File: src/rtl/uart_tx_pkg.sv
// uart_tx_pkg: shared state, line-select and parity-type constants for the UART TX frame sequencer.
package uart_tx_pkg;
   typedef enum logic [2:0] {
      IDLE   = 3'd0,
      START  = 3'd1,
      DATA   = 3'd2,
      PARITY = 3'd3,
      STOP   = 3'd4
   } state_e;
   localparam logic [1:0] SEL_START = 2'b00;
   localparam logic [1:0] SEL_STOP  = 2'b01;
   localparam logic [1:0] SEL_DATA  = 2'b10;
   localparam logic [1:0] SEL_PAR   = 2'b11;
   localparam logic PAR_EVEN = 1'b0;
   localparam logic PAR_ODD  = 1'b1;
endpackage

File: src/rtl/uart_parity_calc.sv
// uart_parity_calc: combinational parity bit for a data word, even or odd.
module uart_parity_calc
   import uart_tx_pkg::*;
#(
   parameter int DATA_WIDTH = 8
) (
   input  logic [DATA_WIDTH-1:0] p_data_i,
   input  logic                  par_typ_i,
   output logic                  par_bit_o
);
   assign par_bit_o = (par_typ_i == PAR_ODD) ? ~^p_data_i : ^p_data_i;
endmodule

File: src/rtl/uart_tx_ctrl.sv
// uart_tx_ctrl: UART TX frame sequencer; drives start/data/parity/stop onto the line and gates the serializer.
module uart_tx_ctrl
   import uart_tx_pkg::*;
#(
   parameter int DATA_WIDTH = 8
) (
   input  logic                  clk,
   input  logic                  reset_n,
   input  logic                  Data_Valid,
   input  logic [DATA_WIDTH-1:0] P_DATA,
   input  logic                  PAR_EN,
   input  logic                  PAR_TYP,
   input  logic                  ser_data,
   input  logic                  ser_done,
   output logic                  ser_en,
   output logic                  TX_OUT,
   output logic                  busy,
   output logic                  overrun
);
   state_e     state_q;
   logic       par_en_q;
   logic       par_bit_q;
   logic       overrun_q;
   logic       par_bit_d;
   logic       accept;
   logic [1:0] sel;
   uart_parity_calc #(.DATA_WIDTH(DATA_WIDTH)) u_par (
      .p_data_i  (P_DATA),
      .par_typ_i (PAR_TYP),
      .par_bit_o (par_bit_d)
   );
   assign accept  = Data_Valid && (state_q == IDLE || state_q == STOP);
   assign ser_en  = (state_q == DATA);
   assign busy    = state_q inside {START, DATA, PARITY, STOP};
   assign overrun = overrun_q;
   // Illegal encodings fall through to SEL_STOP, i.e. an idle-high line.
   always_comb begin
      sel    = (state_q == START) ? SEL_START :
               (state_q == DATA)  ? SEL_DATA  :
               (state_q == PARITY) ? SEL_PAR  : SEL_STOP;
      TX_OUT = (sel == SEL_START) ? 1'b0 :
               (sel == SEL_DATA)  ? ser_data :
               (sel == SEL_PAR)   ? par_bit_q : 1'b1;
   end
   always_ff @(posedge clk or negedge reset_n) begin
      if (!reset_n) begin
         state_q   <= IDLE;
         par_en_q  <= 1'b0;
         par_bit_q <= 1'b0;
         overrun_q <= 1'b0;
      end else begin
         overrun_q <= Data_Valid && !accept;
         if (accept) begin
            par_en_q  <= PAR_EN;
            par_bit_q <= par_bit_d;
         end
         case (state_q)
            IDLE:    state_q <= accept ? START : IDLE;
            START:   state_q <= DATA;
            DATA:    state_q <= ser_done ? (par_en_q ? PARITY : STOP) : DATA;
            PARITY:  state_q <= STOP;
            STOP:    state_q <= accept ? START : IDLE;
            default: state_q <= IDLE;
         endcase
      end
   end
endmodule

File: config.mk
export PLATFORM = sky130hd
export DESIGN_NAME = uart_tx_ctrl
export DESIGN_NICKNAME = d
export VERILOG_FILES = /design/src/rtl/uart_tx_pkg.sv /design/src/rtl/uart_parity_calc.sv /design/src/rtl/uart_tx_ctrl.sv
export SDC_FILE = /design/constraint.sdc
export NUM_CORES = 1
export LEC_CHECK = 0
export CORE_AREA = 2 2 39 41
export CTS_BUF_LIST = sky130_fd_sc_hd__clkbuf_4 sky130_fd_sc_hd__clkbuf_8 sky130_fd_sc_hd__clkbuf_16
export DETAILED_ROUTE_END_ITERATION = 6
export DIE_AREA = 0 0 41 43
export PLACE_DENSITY = 0.53
export SYNTH_ARGS = -nofsm -noshare
export SYNTH_HDL_FRONTEND = slang
export SYNTH_SLANG_ARGS = --single-unit
File: constraint.sdc
create_clock -name clk -period 1.57 [get_ports clk]
set_input_delay 0.3925 -clock clk [delete_from_list [all_inputs] [get_ports clk]]
set_output_delay 0.3925 -clock clk [all_outputs]
set_load 0.02 [all_outputs]
==> impl_metrics.tcl, run 1 <==
set metrics [dict create \
    status "finished, final reports clean" \
    seq_area_frac_synth 0.4478 \
    io_buffers 18 \
    yosys_register_bits 6 \
    synth_top_area_share 0.4478 \
    yosys.area_share.adder 0 \
    dpl-instance-area_sq_um 573.1 \
    synth_compound_area_frac 0.04478 \
    dpl.hpwl_microns 544.4 \
    min_period_ns 1.520 \
    start_util 0.2423 \
    num_antenna_cells 0 \
    numCtsBuffers 3 \
    yosysTopAreaCell "dfrtp_1" \
    rows 14 \
    final_core_util 0.4313 \
    dieArea_sq_um 1763 \
    first_global_vias 296 \
    postLayoutSetupSlackWorst_ns 0.05048 \
    rsz0062_at_grt "yes" \
    reg2reg_depth 4 \
    worst_slew_pin_slew_ns 0.2966 \
    synth_top_family_by_area "XOR/XNOR gates" \
    drive_above_1_share 0.2542 \
    core_sq_um 1384 \
    r2r_start "state_q[1]" \
    finalSetupTns_ns 0 \
    clkTransAtPathRegs_ns 0.05 \
    final_cell_area_sq_um 596.8 \
    cts_tree "built" \
    hold_path.class "in -> async" \
    p_leak_nw 0.2834 \
    syn-cell-area_sq_um 335.3 \
    ys.flop_type "dfrtp_1" \
    synth_commonest_cells "dfrtp_1 (6), nand2_1 (5), xnor2_1 (5), nor2_1 (3)" \
    total_power_w 0.0009612 \
    postRouteAntennaNets 0 \
    grt_use_total 0.1020 \
    clock_skew_ns 0.002062 \
    syn_nets 48 \
    start_kind "input pin" \
    startpoint "ser_data" \
    antenna_found_initial 0 \
    io_pins 19 \
    cts.sink_count 6 \
    async_flop_share 1.000 \
    yosys-top-cells-area "dfrtp_1 (45%), xnor2_1 (13%), xnor3_1 (6.7%), nand2_1 (5.6%), xor2_1 (5.2%)" \
    syn_avg_cell_area_sq_um 10.16 \
    min_period_over_period 0.9678 \
    first_pass_iters 3 \
    pre_cts_ws_ns -0.3978 \
    hold_viol_final 0 \
    reg2reg_to "par_en_q" \
    drtIter0Drc 1 \
    critPathMaxFanout 1 \
    h-tree-depth 1 \
    ir_drop_uv 527.3 \
    cp-end-kind "output pin" \
    slew_viol_final 0 \
    synth_xor_area_frac 0.2500 \
    synth_cell_type_count 16 \
    synth_mux_area_frac 0.06343 \
    area_growth_syn_to_layout_pct 77.98 \
    synth_most_common_cell "dfrtp_1" \
    critPathArrivalTime_ns 1.13 \
    criticalPathCategory "in -> out" \
    route.detailed.drc 0 \
    vias 317 \
    maxCapViolCount 0 \
    grt_overflow_total 0 \
    die_x_microns 41 \
    grt_pass1_wl_mm 1.131 \
    r2r_setup_slack_ns 0.40 \
    relSlewSlack 0.8017 \
    p_per_area_nw_per_um2 1610 \
    synth_enable_flop_cells 0 \
    gp_congestion 0.6403 \
    routed_wl_microns 670 \
    nets 76 \
    max_freq_ghz 0.6581 \
    finalSetupViolCount 0 \
    clock-root-buffer "clkbuf_4" \
    synthCells 33 \
    post_cts_buffers 0 \
    die_h_microns 43 \
    worstPathRequired_ns 1.18 \
    wl_per_cell_microns 8.933 \
    holdBufCountCts 0 \
    grt_max_degree 7 \
    synth-warning-count 0 \
    worstSkewPairLatency_ns 0.24 \
    yosys.area_share.simple 0.1828 \
    clk_path_buf_depth 2 \
    vias_per_cell 4.227 \
]
area by class of cell:
cell class,instances,area [sq um]
clock buffers,3,22.52
repair buffers,23,207.7
multi-input cells,26,191.4
inverters,1,3.754
well taps,16,20.02
fillers,135,787.0
flip-flops and latches,6,151.4
per-layer routing:
metal,up-vias,part of all wire,track usage
li1,163,-,-
met1,143,0.40,0.09836
met2,9,0.52,0.1563
met5,-,0,0
met4,0,0.030,0.1000
met3,2,0.054,0.03141
what timing repair did:
item | 4_1_cts | 5_1_grt
gates resized for setup | 14 | 5
setup endpoints to repair | 3 | 4
gates cloned | 0 | 0
pin swaps | 0 | 3
cells in the final DEF (no fill, tap or decap), types with 2 or more instances in the layout:
cell / instances
nor2_1: 2
clkdlybuf4s50_1: 14
nand2_1: 5
xnor2_1: 5
xor2_1: 2
o21ai_1: 2
buf_4: 6
buf_2: 2
clkbuf_4: 3
dfrtp_1: 5
where the power goes:
part	total [W]	switching, W	internal (W)
clock	0.000143	0.0000567	0.0000866
sequential	0.000284	0.0000585	0.000225
combinational	0.000534	0.000238	0.000296
cell families after synthesis:
logic type | after synthesis
compound gates | 3
xor+xnor | 8
buf+inv | 1
flops | 6
mux | 2
simple gates | 13
stage by stage:
stage / instances / hold slack (ns)
after global placement: 72 / 0.4772
after floorplan: 33 / 0.09691
final: 75 / 0.4020
after global routing: 75 / 0.4195
after CTS: 75 / 0.4089
after detailed placement: 72 / 0.4845
worst max path at each step:
stage	to
after floorplan	par_bit_q
after global placement	TX_OUT
after detailed placement	TX_OUT
after CTS	TX_OUT
after global routing	par_bit_q
final	TX_OUT
worst max-delay path: stages:
cell and delay [ns]:
clkdlybuf4s50_1 0.40, o21ai_1 0.13, nand2b_1 0.06, buf_2 0.15
state kept, by name, summed over array words and instances, names as in the netlist:
register / flops
par_en_q: 1
state_q: 3
overrun: 1
par_bit_q: 1
Note: power is estimated with default switching activity, not from simulation.
==> inputs of run 2 (changes only) <==
Settings changed: CTS_CLUSTER_DIAMETER set to 200, GPL_ROUTABILITY_DRIVEN set to 1.
==> results of run 2 <==
Same layout as run 1: the final DEF is identical, and so are final timing and power.
==> inputs of run 3 (changes only) <==
--- a/config.mk
+++ b/config.mk
@@ -12,5 +12,5 @@
 export DIE_AREA = 0 0 41 43
 export GPL_ROUTABILITY_DRIVEN = 1
-export PLACE_DENSITY = 0.53
+export PLACE_DENSITY = 0.63
 export SYNTH_ARGS = -nofsm -noshare
 export SYNTH_HDL_FRONTEND = slang
==> constraint.sdc (replaced) <==
create_clock -name clk -period 1.57 [get_ports clk]
set_input_delay 0.3925 -clock clk [delete_from_list [all_inputs] [get_ports clk]]
set_output_delay 0.3925 -clock clk [all_outputs]
set_load 0.05 [all_outputs]
==> run 3 against run 2 <==
  * The flow now finishes with violations (setup timing)
  * Core utilization rose by 4.1 points
  * Routed wire length rose by 4.9%
  * Sequential power rose by 8.5%
  * Total power rose by 39%
==> impl_metrics.tcl, run 3 (synthesis gave the netlist of run 1 again) <==
set metrics [dict create \
    status "finished, violations left" \
    violations "setup timing" \
    postLayoutSetupSlackWorst_ns -0.01812 \
    vias 312 \
    core_sq_um 1384 \
    p_per_area_nw_per_um2 2047 \
    numCtsBuffers 3 \
    max_stage_delay_ns 0.42 \
    route.detailed.drc 0 \
    cp_top_family "flip-flops" \
    grt_use_total 0.1041 \
    reg2reg_depth 3 \
    largest_register_ffs 3 \
    slew_viol_final 0 \
    first_pass_iters 4 \
    min_period_ns 1.588 \
    area_growth_syn_to_layout_pct 94.78 \
    wl_per_cell_microns 9.630 \
    grt_pass1_wl_mm 1.138 \
    clock-root-buffer "clkbuf_4" \
    relSlewSlack 0.8031 \
    pre_cts_ws_ns -0.2261 \
    critPathSlowestCell "dfrtp_1" \
    final_cell_mix "clkdlybuf4s50_1 (13), nand2_1 (5), dfrtp_1 (5), xnor2_1 (4), buf_12 (4)" \
    hold_path.class "in -> async" \
    vias_per_cell 4.274 \
    criticalPathCategory "reg -> out" \
    grt_overflow_total 0 \
    gp_congestion 0.6325 \
    first_global_vias 293 \
    start_util 0.2423 \
    critPathMaxFanout 4 \
    top_register "state_q" \
    r2r_setup_slack_ns 0.48 \
    holdWs_ns 0.3984 \
    antenna_found_initial 0 \
    nFillCells 139 \
    cts_tree "built" \
    routed_wl_microns 703 \
    clock_skew_ns 0.001856 \
    cp-end-kind "output pin" \
    dieArea_sq_um 1763 \
    clkTransAtPathRegs_ns 0.05 \
    drive_above_1_share 0.2982 \
    rows 14 \
    io_buffers 18 \
    finalSetupViolCount 1 \
    die_x_microns 41 \
    ir_drop_uv 741.1 \
    grt_max_degree 7 \
    clk_path_buf_depth 2 \
    maxCapViolCount 0 \
    final_common_cell "clkdlybuf4s50_1" \
    max_freq_ghz 0.6297 \
    crit_path_cell_trace "nand2b_4 > o21ai_2 > nand2b_1 > buf_12" \
    rsz0062_at_grt "yes" \
    worstPathRequired_ns 1.18 \
    crit_buf_inv 1 \
    postRouteAntennaNets 0 \
    h-tree-depth 1 \
    cts.sink_count 6 \
    worstSkewPairLatency_ns 0.24 \
    start_kind "flip-flop" \
    p_leak_nw 0.2962 \
    num_antenna_cells 0 \
    nets 74 \
    critPathArrivalTime_ns 1.20 \
    hold_viol_final 0 \
    worst_slew_pin_slew_ns 0.2944 \
    die_h_microns 43 \
    cp.depth 4 \
    reg2reg_to "par_en_q" \
    finalSetupTns_ns -0.01812 \
    min_period_over_period 1.012 \
    r2r_start "state_q[1]" \
    dpl.hpwl_microns 545.9 \
    io_pins 19 \
    drtIter0Drc 4 \
]
## run 3: changes by cell type in the layout (fill, tap and decap cells not counted), sizes merged
| cell | before | now |
|---|---|---|
| buf | 8 | 7 |
| clkdlybuf4s50 | 14 | 13 |
## run 3: worst register-to-register path, delay by kind of cell (launching register included)
| family | cells | cell delay, ns |
|---|---|---|
| flops | 1 | 0.45 |
| mux | 1 | 0.27 |
| simple gates | 2 | 0.26 |
## run 3: layout make-up
cell class,instances,area [sq um],share of cell area
Inverter,1,3.754,0.005747
Multi-Input combinational cell,26,210.2,0.3218
Sequential cell,6,151.4,0.2318
Timing Repair Buffer,21,245.2,0.3755
Tap cell,16,20.02,0.03065
Clock buffer,3,22.52,0.03448
## run 3: stage by stage
| stage | cells | total power (W) | util | area [sq um] |
|---|---|---|---|---|
| 6_report | 73 | 0.001337 | 0.4720 | 653.1 |
| 5_1_grt | 73 | 0.001415 | 0.4720 | 653.1 |
| 4_1_cts | 72 | 0.001327 | 0.4620 | 639.4 |
| 3_5_place_dp | 68 | 0.001113 | 0.4286 | 593.1 |
| 3_3_place_gp | 68 | 0.001105 | 0.4286 | 593.1 |
| 2_1_floorplan | 33 | 0.0007335 | - | 345.3 |
## run 3: metal layers
metal	vias to the layer above	global-route usage	routed length [microns]
met4	0	0.1200	10
met3	2	0.03141	35
met2	10	0.1219	365
li1	156	-	-
met1	144	0.1316	292
met5	-	0	0
## run 3: how the worst max path moves through the flow
| stage | startpoint | to | slack, ns |
|---|---|---|---|
| floorplan | state_q[0] | TX_OUT | 0.18 |
| global placement | P_DATA[5] | par_bit_q | -0.20 |
| detailed placement | P_DATA[5] | par_bit_q | -0.23 |
| CTS | state_q[0] | TX_OUT | -0.04 |
| global route | state_q[0] | TX_OUT | -0.08 |
| finish | state_q[0] | TX_OUT | -0.02 |
## run 3: repair_timing
| action | 4_1_cts | 5_1_grt |
|---|---|---|
| endpoints found under the setup margin | 3 | 4 |
| gates resized for setup | 5 | 2 |
| hold endpoints to repair | 0 | 0 |
| cloned | 0 | 0 |
| setup buffers | 1 | 1 |
| pin swaps | 0 | 2 |
| hold buffers | 0 | 0 |
## run 3: power breakdown
| group | leakage [nW] | internal (W) | total [W] | switching (W) |
|---|---|---|---|---|
| Clock | 0.0138 | 0.0000865 | 0.000142 | 0.0000558 |
| Combinational | 0.208 | 0.000466 | 0.000887 | 0.000421 |
| Sequential | 0.0745 | 0.000226 | 0.000308 | 0.0000819 |
